**src/rtl/tw_rom3_loader_pkg.sv**
```systemverilog
// Shared definitions for the TW_ROM3 stage-0 twiddle loader:
// the ROM3_w write-type encodings, the loader state enum and the
// default sizes that the twiddle ROM also uses.
package tw_rom3_loader_pkg;

   localparam int DW_DEF      = 64;
   localparam int ENTRIES_DEF = 4;

   localparam logic [1:0] ROM3_W_NONE = 2'd0;
   localparam logic [1:0] ROM3_W_HI   = 2'd1;
   localparam logic [1:0] ROM3_W_LO   = 2'd2;

   typedef enum logic [3:0] {
      IDLE     = 4'd0,
      COL_HI   = 4'd1,
      WAIT_HI  = 4'd2,
      BURST_HI = 4'd3,
      GAP      = 4'd4,
      COL_LO   = 4'd5,
      WAIT_LO  = 4'd6,
      BURST_LO = 4'd7,
      FIN      = 4'd8
   } state_t;

   // True in the states that take words from the input stream.
   function automatic logic is_col(input state_t s);
      return (s == COL_HI) || (s == COL_LO);
   endfunction

endpackage

```
**src/rtl/tw_rom3_loader_if.sv**
```systemverilog
// Stream, consumer-write and control signals of the twiddle loader.
// master = the side that feeds the loader, slave = the loader itself.
interface tw_rom3_loader_if
   import tw_rom3_loader_pkg::*;
#(
   parameter int DW = DW_DEF
);
   logic          load_start;
   logic          wr_allow;
   logic          in_valid;
   logic [DW-1:0] in_data;
   logic          in_ready;
   logic [DW-1:0] horizontal_data_out;
   logic [1:0]    ROM3_w;
   logic          busy;
   logic          done;

   modport master (
      output load_start, wr_allow, in_valid, in_data,
      input  in_ready, horizontal_data_out, ROM3_w, busy, done
   );

   modport slave (
      input  load_start, wr_allow, in_valid, in_data,
      output in_ready, horizontal_data_out, ROM3_w, busy, done
   );
endinterface

```
**src/rtl/tw_rom3_loader_half_buf.sv**
```systemverilog
// One half-set buffer: ENTRIES x DW words with independent write and
// read indices and a full flag. Reused for the high and low halves.
// Storage is deliberately left unreset; only the bookkeeping resets.
module tw_half_buf
   import tw_rom3_loader_pkg::*;
#(
   parameter int DW      = DW_DEF,
   parameter int ENTRIES = ENTRIES_DEF,
   parameter int CW      = $clog2(ENTRIES)
) (
   input  logic          CLK,
   input  logic          rst_n,
   input  logic          clr,
   input  logic          wr_en,
   input  logic [DW-1:0] wr_data,
   input  logic          rd_en,
   output logic [DW-1:0] rd_data,
   output logic          wr_last,
   output logic          rd_last,
   output logic          full
);

   localparam logic [CW-1:0] IDX_ONE  = CW'(1);
   localparam logic [CW-1:0] IDX_LAST = CW'(ENTRIES - 1);

   logic [DW-1:0] mem_r [ENTRIES];
   logic [CW-1:0] wr_idx_r;
   logic [CW-1:0] rd_idx_r;
   logic          full_r;

   assign rd_data = mem_r[rd_idx_r];
   assign wr_last = (wr_idx_r == IDX_LAST);
   assign rd_last = (rd_idx_r == IDX_LAST);
   assign full    = full_r;

   // Indices wrap naturally at ENTRIES; full is set by the last write, cleared by the last read.
   always_ff @(posedge CLK or negedge rst_n) begin
      if (!rst_n) begin
         wr_idx_r <= {CW{1'b0}};
         rd_idx_r <= {CW{1'b0}};
         full_r   <= 1'b0;
      end else if (clr) begin
         wr_idx_r <= {CW{1'b0}};
         rd_idx_r <= {CW{1'b0}};
         full_r   <= 1'b0;
      end else begin
         if (wr_en) begin
            wr_idx_r <= wr_idx_r + IDX_ONE;
         end
         if (rd_en) begin
            rd_idx_r <= rd_idx_r + IDX_ONE;
         end
         if (wr_en && wr_last) begin
            full_r <= 1'b1;
         end else if (rd_en && rd_last) begin
            full_r <= 1'b0;
         end
      end
   end

   // Word storage, written on each accepted stream word.
   always_ff @(posedge CLK) begin
      if (wr_en) begin
         mem_r[wr_idx_r] <= wr_data;
      end
   end

endmodule

```
**src/rtl/tw_rom3_loader.sv**
```systemverilog
// Upstream feeder for the radix-16 stage-0 twiddle buffer in TW_ROM3.
// Collects one half-set of ENTRIES words, waits for wr_allow, then
// replays it as an unbroken burst (ROM3_w=HI), inserts one idle cycle
// so the consumer's write index returns to 0, and repeats for the low
// halves (ROM3_w=LO). in_ready is the only combinational output.
module tw_rom3_loader
   import tw_rom3_loader_pkg::*;
#(
   parameter int DW      = DW_DEF,
   parameter int ENTRIES = ENTRIES_DEF,
   parameter int CW      = $clog2(ENTRIES)
) (
   input logic             CLK,
   input logic             rst_n,
   tw_rom3_loader_if.slave bus
);

   state_t        state_r;
   state_t        state_s;
   logic          in_ready_s;
   logic          hs_s;
   logic          clr_s;
   logic          burst_s;
   logic [1:0]    rom3_w_s;
   logic [DW-1:0] rd_data_s;
   logic          wr_last_s;
   logic          rd_last_s;
   logic          full_s;

   logic [1:0]    rom3_w_r;
   logic [DW-1:0] data_r;
   logic          busy_r;
   logic          done_r;

   assign in_ready_s = is_col(state_r);
   assign hs_s       = bus.in_valid && in_ready_s;
   assign clr_s      = (state_r == IDLE) && bus.load_start;

   assign bus.in_ready            = in_ready_s;
   assign bus.ROM3_w              = rom3_w_r;
   assign bus.horizontal_data_out = data_r;
   assign bus.busy                = busy_r;
   assign bus.done                = done_r;

   tw_half_buf #(
      .DW      (DW),
      .ENTRIES (ENTRIES),
      .CW      (CW)
   ) u_half_buf (
      .CLK     (CLK),
      .rst_n   (rst_n),
      .clr     (clr_s),
      .wr_en   (hs_s),
      .wr_data (bus.in_data),
      .rd_en   (burst_s),
      .rd_data (rd_data_s),
      .wr_last (wr_last_s),
      .rd_last (rd_last_s),
      .full    (full_s)
   );

   // State register.
   always_ff @(posedge CLK or negedge rst_n) begin
      if (!rst_n) begin
         state_r <= IDLE;
      end else begin
         state_r <= state_s;
      end
   end

   // Next-state logic plus the burst read enable and write-type decode.
   always_comb begin
      state_s  = state_r;
      burst_s  = 1'b0;
      rom3_w_s = ROM3_W_NONE;
      case (state_r)
         IDLE: begin
            if (bus.load_start) state_s = COL_HI;
            else                state_s = IDLE;
         end
         COL_HI: begin
            if (hs_s && wr_last_s) state_s = WAIT_HI;
            else                   state_s = COL_HI;
         end
         WAIT_HI: begin
            // full_s guards against ever bursting a partial buffer.
            if (bus.wr_allow && full_s) state_s = BURST_HI;
            else                        state_s = WAIT_HI;
         end
         BURST_HI: begin
            burst_s  = 1'b1;
            rom3_w_s = ROM3_W_HI;
            if (rd_last_s) state_s = GAP;
            else           state_s = BURST_HI;
         end
         GAP: begin
            state_s = COL_LO;
         end
         COL_LO: begin
            if (hs_s && wr_last_s) state_s = WAIT_LO;
            else                   state_s = COL_LO;
         end
         WAIT_LO: begin
            if (bus.wr_allow && full_s) state_s = BURST_LO;
            else                        state_s = WAIT_LO;
         end
         BURST_LO: begin
            burst_s  = 1'b1;
            rom3_w_s = ROM3_W_LO;
            if (rd_last_s) state_s = FIN;
            else           state_s = BURST_LO;
         end
         FIN: begin
            state_s = IDLE;
         end
         default: begin
            state_s = IDLE;
         end
      endcase
   end

   // Registered outputs; data holds its last burst value between bursts.
   always_ff @(posedge CLK or negedge rst_n) begin
      if (!rst_n) begin
         rom3_w_r <= ROM3_W_NONE;
         data_r   <= {DW{1'b0}};
         busy_r   <= 1'b0;
         done_r   <= 1'b0;
      end else begin
         rom3_w_r <= rom3_w_s;
         busy_r   <= (state_s != IDLE);
         done_r   <= (state_r == FIN);
         if (burst_s) begin
            data_r <= rd_data_s;
         end
      end
   end

endmodule

```
**src/flat_wrapper.sv**
```systemverilog
// flat-port wrapper written by rule: the top's interface ports become plain ports
module tw_rom3_loader_flat import tw_rom3_loader_pkg::*;
#(
   parameter int DW      = DW_DEF,
   parameter int ENTRIES = ENTRIES_DEF,
   parameter int CW      = $clog2(ENTRIES)
)
  (CLK, rst_n, bus_load_start, bus_wr_allow, bus_in_valid, bus_in_data, bus_in_ready, bus_horizontal_data_out, bus_ROM3_w, bus_busy, bus_done);
  tw_rom3_loader_if #(.DW(DW)) bus_i ();
  input logic CLK;
  input logic rst_n;
  input wire logic [$bits(bus_i.load_start)-1:0] bus_load_start;
  input wire logic [$bits(bus_i.wr_allow)-1:0] bus_wr_allow;
  input wire logic [$bits(bus_i.in_valid)-1:0] bus_in_valid;
  input wire logic [$bits(bus_i.in_data)-1:0] bus_in_data;
  output wire logic [$bits(bus_i.in_ready)-1:0] bus_in_ready;
  output wire logic [$bits(bus_i.horizontal_data_out)-1:0] bus_horizontal_data_out;
  output wire logic [$bits(bus_i.ROM3_w)-1:0] bus_ROM3_w;
  output wire logic [$bits(bus_i.busy)-1:0] bus_busy;
  output wire logic [$bits(bus_i.done)-1:0] bus_done;
  assign bus_i.load_start = bus_load_start;
  assign bus_i.wr_allow = bus_wr_allow;
  assign bus_i.in_valid = bus_in_valid;
  assign bus_i.in_data = bus_in_data;
  assign bus_in_ready = bus_i.in_ready;
  assign bus_horizontal_data_out = bus_i.horizontal_data_out;
  assign bus_ROM3_w = bus_i.ROM3_w;
  assign bus_busy = bus_i.busy;
  assign bus_done = bus_i.done;
  tw_rom3_loader #(.DW(DW), .ENTRIES(ENTRIES), .CW(CW)) u_core (.CLK(CLK), .rst_n(rst_n), .bus(bus_i));
endmodule
```
**config.mk**
```make
export PLATFORM = sky130hd
export DESIGN_NAME = tw_rom3_loader_flat
export DESIGN_NICKNAME = d
export VERILOG_FILES = /design/src/rtl/tw_rom3_loader_pkg.sv /design/src/rtl/tw_rom3_loader_if.sv /design/src/rtl/tw_rom3_loader_half_buf.sv /design/src/rtl/tw_rom3_loader.sv /design/src/flat_wrapper.sv
export SDC_FILE = /design/constraint.sdc
export NUM_CORES = 1
export LEC_CHECK = 0
export BUFFER_PORTS_ARGS = -buffer_cell sky130_fd_sc_hd__buf_2
export CORE_UTILIZATION = 60
export DETAILED_ROUTE_END_ITERATION = 10
export PLACE_DENSITY = 0.78
export SETUP_SLACK_MARGIN = 0.4
export SLEW_MARGIN = 20
export SYNTH_ARGS = -nofsm -noshare
export SYNTH_HDL_FRONTEND = slang
export SYNTH_SLANG_ARGS = --single-unit
```
**constraint.sdc**
```tcl
create_clock -name CLK -period 5.2 [get_ports CLK]
set_input_delay 0 -clock CLK [delete_from_list [all_inputs] [get_ports CLK]]
set_output_delay 0 -clock CLK [all_outputs]
set_load 0.02 [all_outputs]
```
Yosys cells after proc, flatten, opt, wreduce, memory -nomap -nowiden
Memory sizes are Yosys's and may differ from the RTL's. A register that Yosys moved wholly into a read port is not among the register bits.
Index checks and enable logic that the tools add are counted.
Word-level totals
  flip-flop bits (word level): 13
  memory bits (writable): 256
  output and inout bits: 69
  logic and storage cells: 52
  memories: 1
Memory list
  u_core.u_half_buf.mem_r: depth 4, width 64, read ports 1, clocked after memory_dff 1, wr ports 1, line tw_rom3_loader_half_buf.sv:26  | logic [DW-1:0] mem_r [ENTRIES];
Cells by class
  add/subtract/negate cells: 2
  equal/unequal tests: 10
  muxes and demuxes: 19
  reductions and logical operators: 13
Operator list (count)
  $pmux 4 s8: 1
  $eq 4x3->1 const B: 4
  $mux 2: 6
  $mux 1: 9
  $eq 4x2->1 const B: 2
  $logic_and 1x1->1: 5
  $add 2x1->2 const B: 2
  $eq 2x2->1 const B: 2
  $eq 4x1->1 const B: 1
  $eq 4x4->1 const B: 1
  $logic_not 4->1: 1
  $mux 4: 1
  $pmux 2 s2: 1
  $reduce_bool 2->1: 2
  $reduce_bool 4->1: 1
  $mux 3: 1
  $reduce_bool 3->1: 1
  $reduce_or 2->1: 1
  $logic_not 1->1: 1
  $logic_or 1x1->1: 1

Depth between registers and ports, before layout
  depth in word-level cells: 7
  depth in mapped cells: 6
  gate-level depth less buffers: 4

Hierarchy
Synthesis repeated with hierarchy kept, for this count alone.
Unflattened totals
  cells, all modules: 531
  area, all modules: 12423.2 um^2
By module, submodules not included
  tw_half_buf: times used 1, cells each 360, area an instance 9571.7 um^2, sequential area each 7812.5 um^2
  tw_rom3_loader: times used 1, cells each 171, area an instance 2851.5 um^2, sequential area each 1801.7 um^2

Worst setup path after synthesis
No wires, ideal clock.
  kind: reg-to-reg
  from: register u_core.state_r[1]
  to: memory u_core.u_half_buf.mem_r[0][0] (netlist name), enable pin
  setup time: 0.429 ns
  data arrival time: 2.448 ns
  path slack: 2.323 ns
  cell stages (with the launch flop): 4
  buffers on the path: 1
  clock period less this slack: 2.877 ns
  cell sequence: dfrtp_1 -> buf_4 -> and4bb_2 -> and2_1
On the way
  longest elaborated chain between the ends: 5
RTL lines
  start: declaration: line tw_rom3_loader.sv:18  | state_t state_r;
  start signal: assignment: line tw_rom3_loader.sv:67  | state_r <= state_s;
  $eq 4x1->1 / $eq 4x3->1 (equally long branches): line tw_rom3_loader_pkg.sv:27  | return (s == COL_HI) || (s == COL_LO);
  $logic_or 1x1->1 (*): line tw_rom3_loader_pkg.sv:27
  $logic_and 1x1->1 (*): line tw_rom3_loader.sv:36  | assign hs_s = bus.in_valid && in_ready_s;
  $mux 1 (*): line tw_rom3_loader_half_buf.sv:63  | if (wr_en) begin
  $mux 1 (implied by the code) (*): line tw_rom3_loader_half_buf.sv:64  | mem_r[wr_idx_r] <= wr_data;
  end: declaration: line tw_rom3_loader_half_buf.sv:26
Mark *: on every way between the ends. The rest lies on a longest branch, timed or not.

Worst setup path after layout
  from: register u_core.state_r[0]
  to: register u_core.data_r[29] (netlist: u_core.bus.horizontal_data_out[29]) (read register of u_core.u_half_buf.mem_r)
On the way
  longest elaborated chain between the ends: 3
RTL lines
  $eq 4x2->1 / $eq 4x3->1 (equally long branches): line tw_rom3_loader.sv:76  | case (state_r)
  $reduce_or 2->1 (no source line) (*)
  $mux 1 (*): line tw_rom3_loader.sv:76
  end: declaration: line tw_rom3_loader.sv:31  | logic [DW-1:0] data_r;
Marked as above.
A chain may end at the register's enable or synchronous reset.

==> impl_metrics.toml <==
[synthesis]
ys_types = 30
synth_area_um2 = 12600
syn_nets = 753
syn_avg_cell_area_um2 = 18.5
synth-main-ff-cell = "edfxtp_1"
async_flop_share_pct = 23.1
synth-edff-count = 256
synthCells = 679
seq_area_frac_synth_pct = 76.3
synth_seq_cells = 333
yosysWarnings = 0

[sta]
finalClockSkew_ps = 10.6
worst_slew_margin_rel_pct = 29.8
setup-tns-final_ps = 0
slew_viol_final = 0
setup_viol = 0
timing.hold.ws_ps = 172
final_hold_viol_count = 0
period_minus_slack_ps = 3020
fin_ws_ps = 2180
tightest_slew_ps = 1050
fmax_ghz = 0.331
fin_crit_sh_pct = 58.0
rsz0062_at_grt = "false"

[worst_hold_path]
min_path_type = "in -> async"

[die]
coreArea_um2 = 20400
dieWidth_um = 147
rows = 52
start_util_pct = 61.6
die_h_um = 147
die_area_um2 = 21600
ioPinCount = 138

[place]
preCtsSetupSlack_ps = 2200
placed_area_um2 = 13500
io_buffers = 137
gp_congestion = 0.756
dp_hpwl_um = 13400
dpl.cell_count = 1052

[critical_path]
critPathKind = "reg -> reg"
end_kind = "register"
worst-endpoint-required_ps = 5590
critical_path_arrival_ps = 3410
critPathMaxFanout = 71
start_kind = "register"

[clock_network]
cts_resized = 0
clockBufferDepth = 3
cts_tree = "yes"
cts_htree_levels = 2
clkTransAtPathRegs_ps = 60
clk_latency_ps = 500
cts_made_buffers = 35
clockRootBuffer = "clkbuf_16"
clock_sinks = 333

[detailed_routing]
dr.pass1.iters = 5
wl_per_cell_um = 20.9
viasPerCell = 5.72
initialDrtViolationCount = 338
ant_nets = 0
wl_um = 24700
drc = 0
via_count = 6765

[grt]
grt_pass1_wl_um = 38700
grt_pass1_vias = 7291
track_usage_pct = 23.7
grt_max_degree = 109
grt_overflow = 0
antenna_found_initial = 1

[finish]
utilization_pct = 74.7
area_growth_pct = 21.2
multi_input_area_um2 = 2740
nNetsFinal = 962
seqCellArea_um2 = 9620
drive_gt1_share_pct = 27.5
final-instance-count-excl-fill = 1183
nFillCells = 1207
final_area_um2 = 15300

[status]
status = "finished, final reports clean"

[job]
cap_violations = 0

[power_and_ir_drop]
cellPowerDensity_nw_per_um2 = 569
p_total_mw = 8.69
vdd_drop_max_mv = 0.408
cellLeakagePower_nw = 5.87
cells by family (layout without fill, tap and decap cells):
logic type / count (synthesis) / after routing / share of synthesized area [%]
buffers and inverters: 44 / 277 / 2.05
AO/OA/AOI/OAI: 69 / 69 / 7.16
flip-flops: 333 / 333 / 76.3
AND/OR/NAND/NOR: 95 / 95 / 3.40
XOR/XNOR: 2 / 2 / 0.139
multiplexers: 131 / 131 / 10.4
other: 0 / 1 / 0
adder cells (fa/ha/maj): 5 / 5 / 0.497
worst max-delay path: stages (launching register included):
cell and delay (ps):
dfrtp_1 630, nand3b_4 800, or2_4 730, buf_4 420
o221ai_1 270
cell type report:
class                           count  area share, %
Sequential cell                   333           63.0
Inverter                            5          0.123
Multi-Input combinational cell    302           17.9
Clock buffer                       55           7.03
Clock inverter                      6          0.344
Tap cell                          270           2.21
Timing Repair Buffer              211           9.33
Antenna cell                        1         0.0164
cell usage in the layout (no fill, tap or decap), types with 2 or more instances in the layout:
cell             n
a21oi_1          3
and2_4           3
and3_1           2
buf_2          137
buf_4            5
clkbuf_1        10
clkbuf_16       37
clkbuf_8         8
clkinv_1         2
clkinv_2         3
dfrtp_1         76
dlygate4sd3_1   68
edfxtp_1       256
ha_1             5
inv_1            4
mux2i_1        131
nand2_1         69
nor2_1           9
nor4_1           2
o221ai_1        14
o221ai_2        50
xnor2_1          2
power breakdown:
group	switching (mW)	internal, mW
clock network	0.931	1.46
logic	1.54	0.946
registers	0.330	3.48
total	2.81	5.89
worst paths after layout:
path / to / depth (start not counted) / startpoint / slack [ps]
max in group asynchronous: u_core.u_half_buf.rd_idx_r[1]$_DFFE_PN0P_ / 3 / rst_n / 4320
hold reg to reg: u_core.bus.horizontal_data_out[41]$_DFFE_PN0N_ / 2 / u_core.bus.horizontal_data_out[41]$_DFFE_PN0N_ / 490
hold / removal: u_core.bus.horizontal_data_out[33]$_DFFE_PN0N_ / 3 / rst_n / 170
setup / recovery: u_core.bus.horizontal_data_out[29]$_DFFE_PN0N_ / 4 / u_core.state_r[0]$_DFF_PN0_ / 2180
min in group CLK: u_core.u_half_buf.mem_r[2][57]$_DFFE_PP_ / 2 / bus_in_data[57] / 250
setup reg to reg: u_core.bus.horizontal_data_out[29]$_DFFE_PN0N_ / 4 / u_core.state_r[0]$_DFF_PN0_ / 2180
flip-flops by register name, summed over array words and instances, names as in the netlist:
name / count
u_core.bus.ROM3_w: 2
u_core.bus.busy: 1
u_core.bus.done: 1
u_core.u_half_buf.wr_idx_r: 2
u_core.u_half_buf.full: 1
u_core.bus.horizontal_data_out: 64
u_core.u_half_buf.rd_idx_r: 2
u_core.state_r: 4
u_core.u_half_buf.mem_r: 256
repair_timing:
item	in CTS	in global routing
hold endpoints to repair	285	0
hold buffers	69	0
setup endpoints to repair	0	0
buffers inserted	0	0
cells in the mapped netlist (2+ instances only):
library cell,number,area share (%)
nor4_1,2,0.099
xnor2_1,2,0.14
edfxtp_1,256,61
buf_2,17,0.68
a21oi_1,3,0.12
buf_6,6,0.54
and3_1,2,0.099
dfrtp_1,77,15
and2_1,3,0.15
nor2_1,9,0.27
clkbuf_1,9,0.27
ha_1,5,0.50
buf_4,7,0.42
o221ai_2,50,6.0
o221ai_1,14,0.97
inv_1,5,0.15
mux2i_1,131,10
nand2_1,69,2.1
metal layers:
metal | share of wire, % | track usage [%] | wire [um] | vias to the layer above
met2 | 52 | 41.0 | 12800 | 204
li1 | - | - | - | 3082
met5 | 0 | 0 | 0 | -
met4 | 1.8 | 6.88 | 441 | 0
met1 | 41 | 30.9 | 10100 | 3439
met3 | 5.7 | 4.25 | 1420 | 40
(Power assumes the default switching activity.)
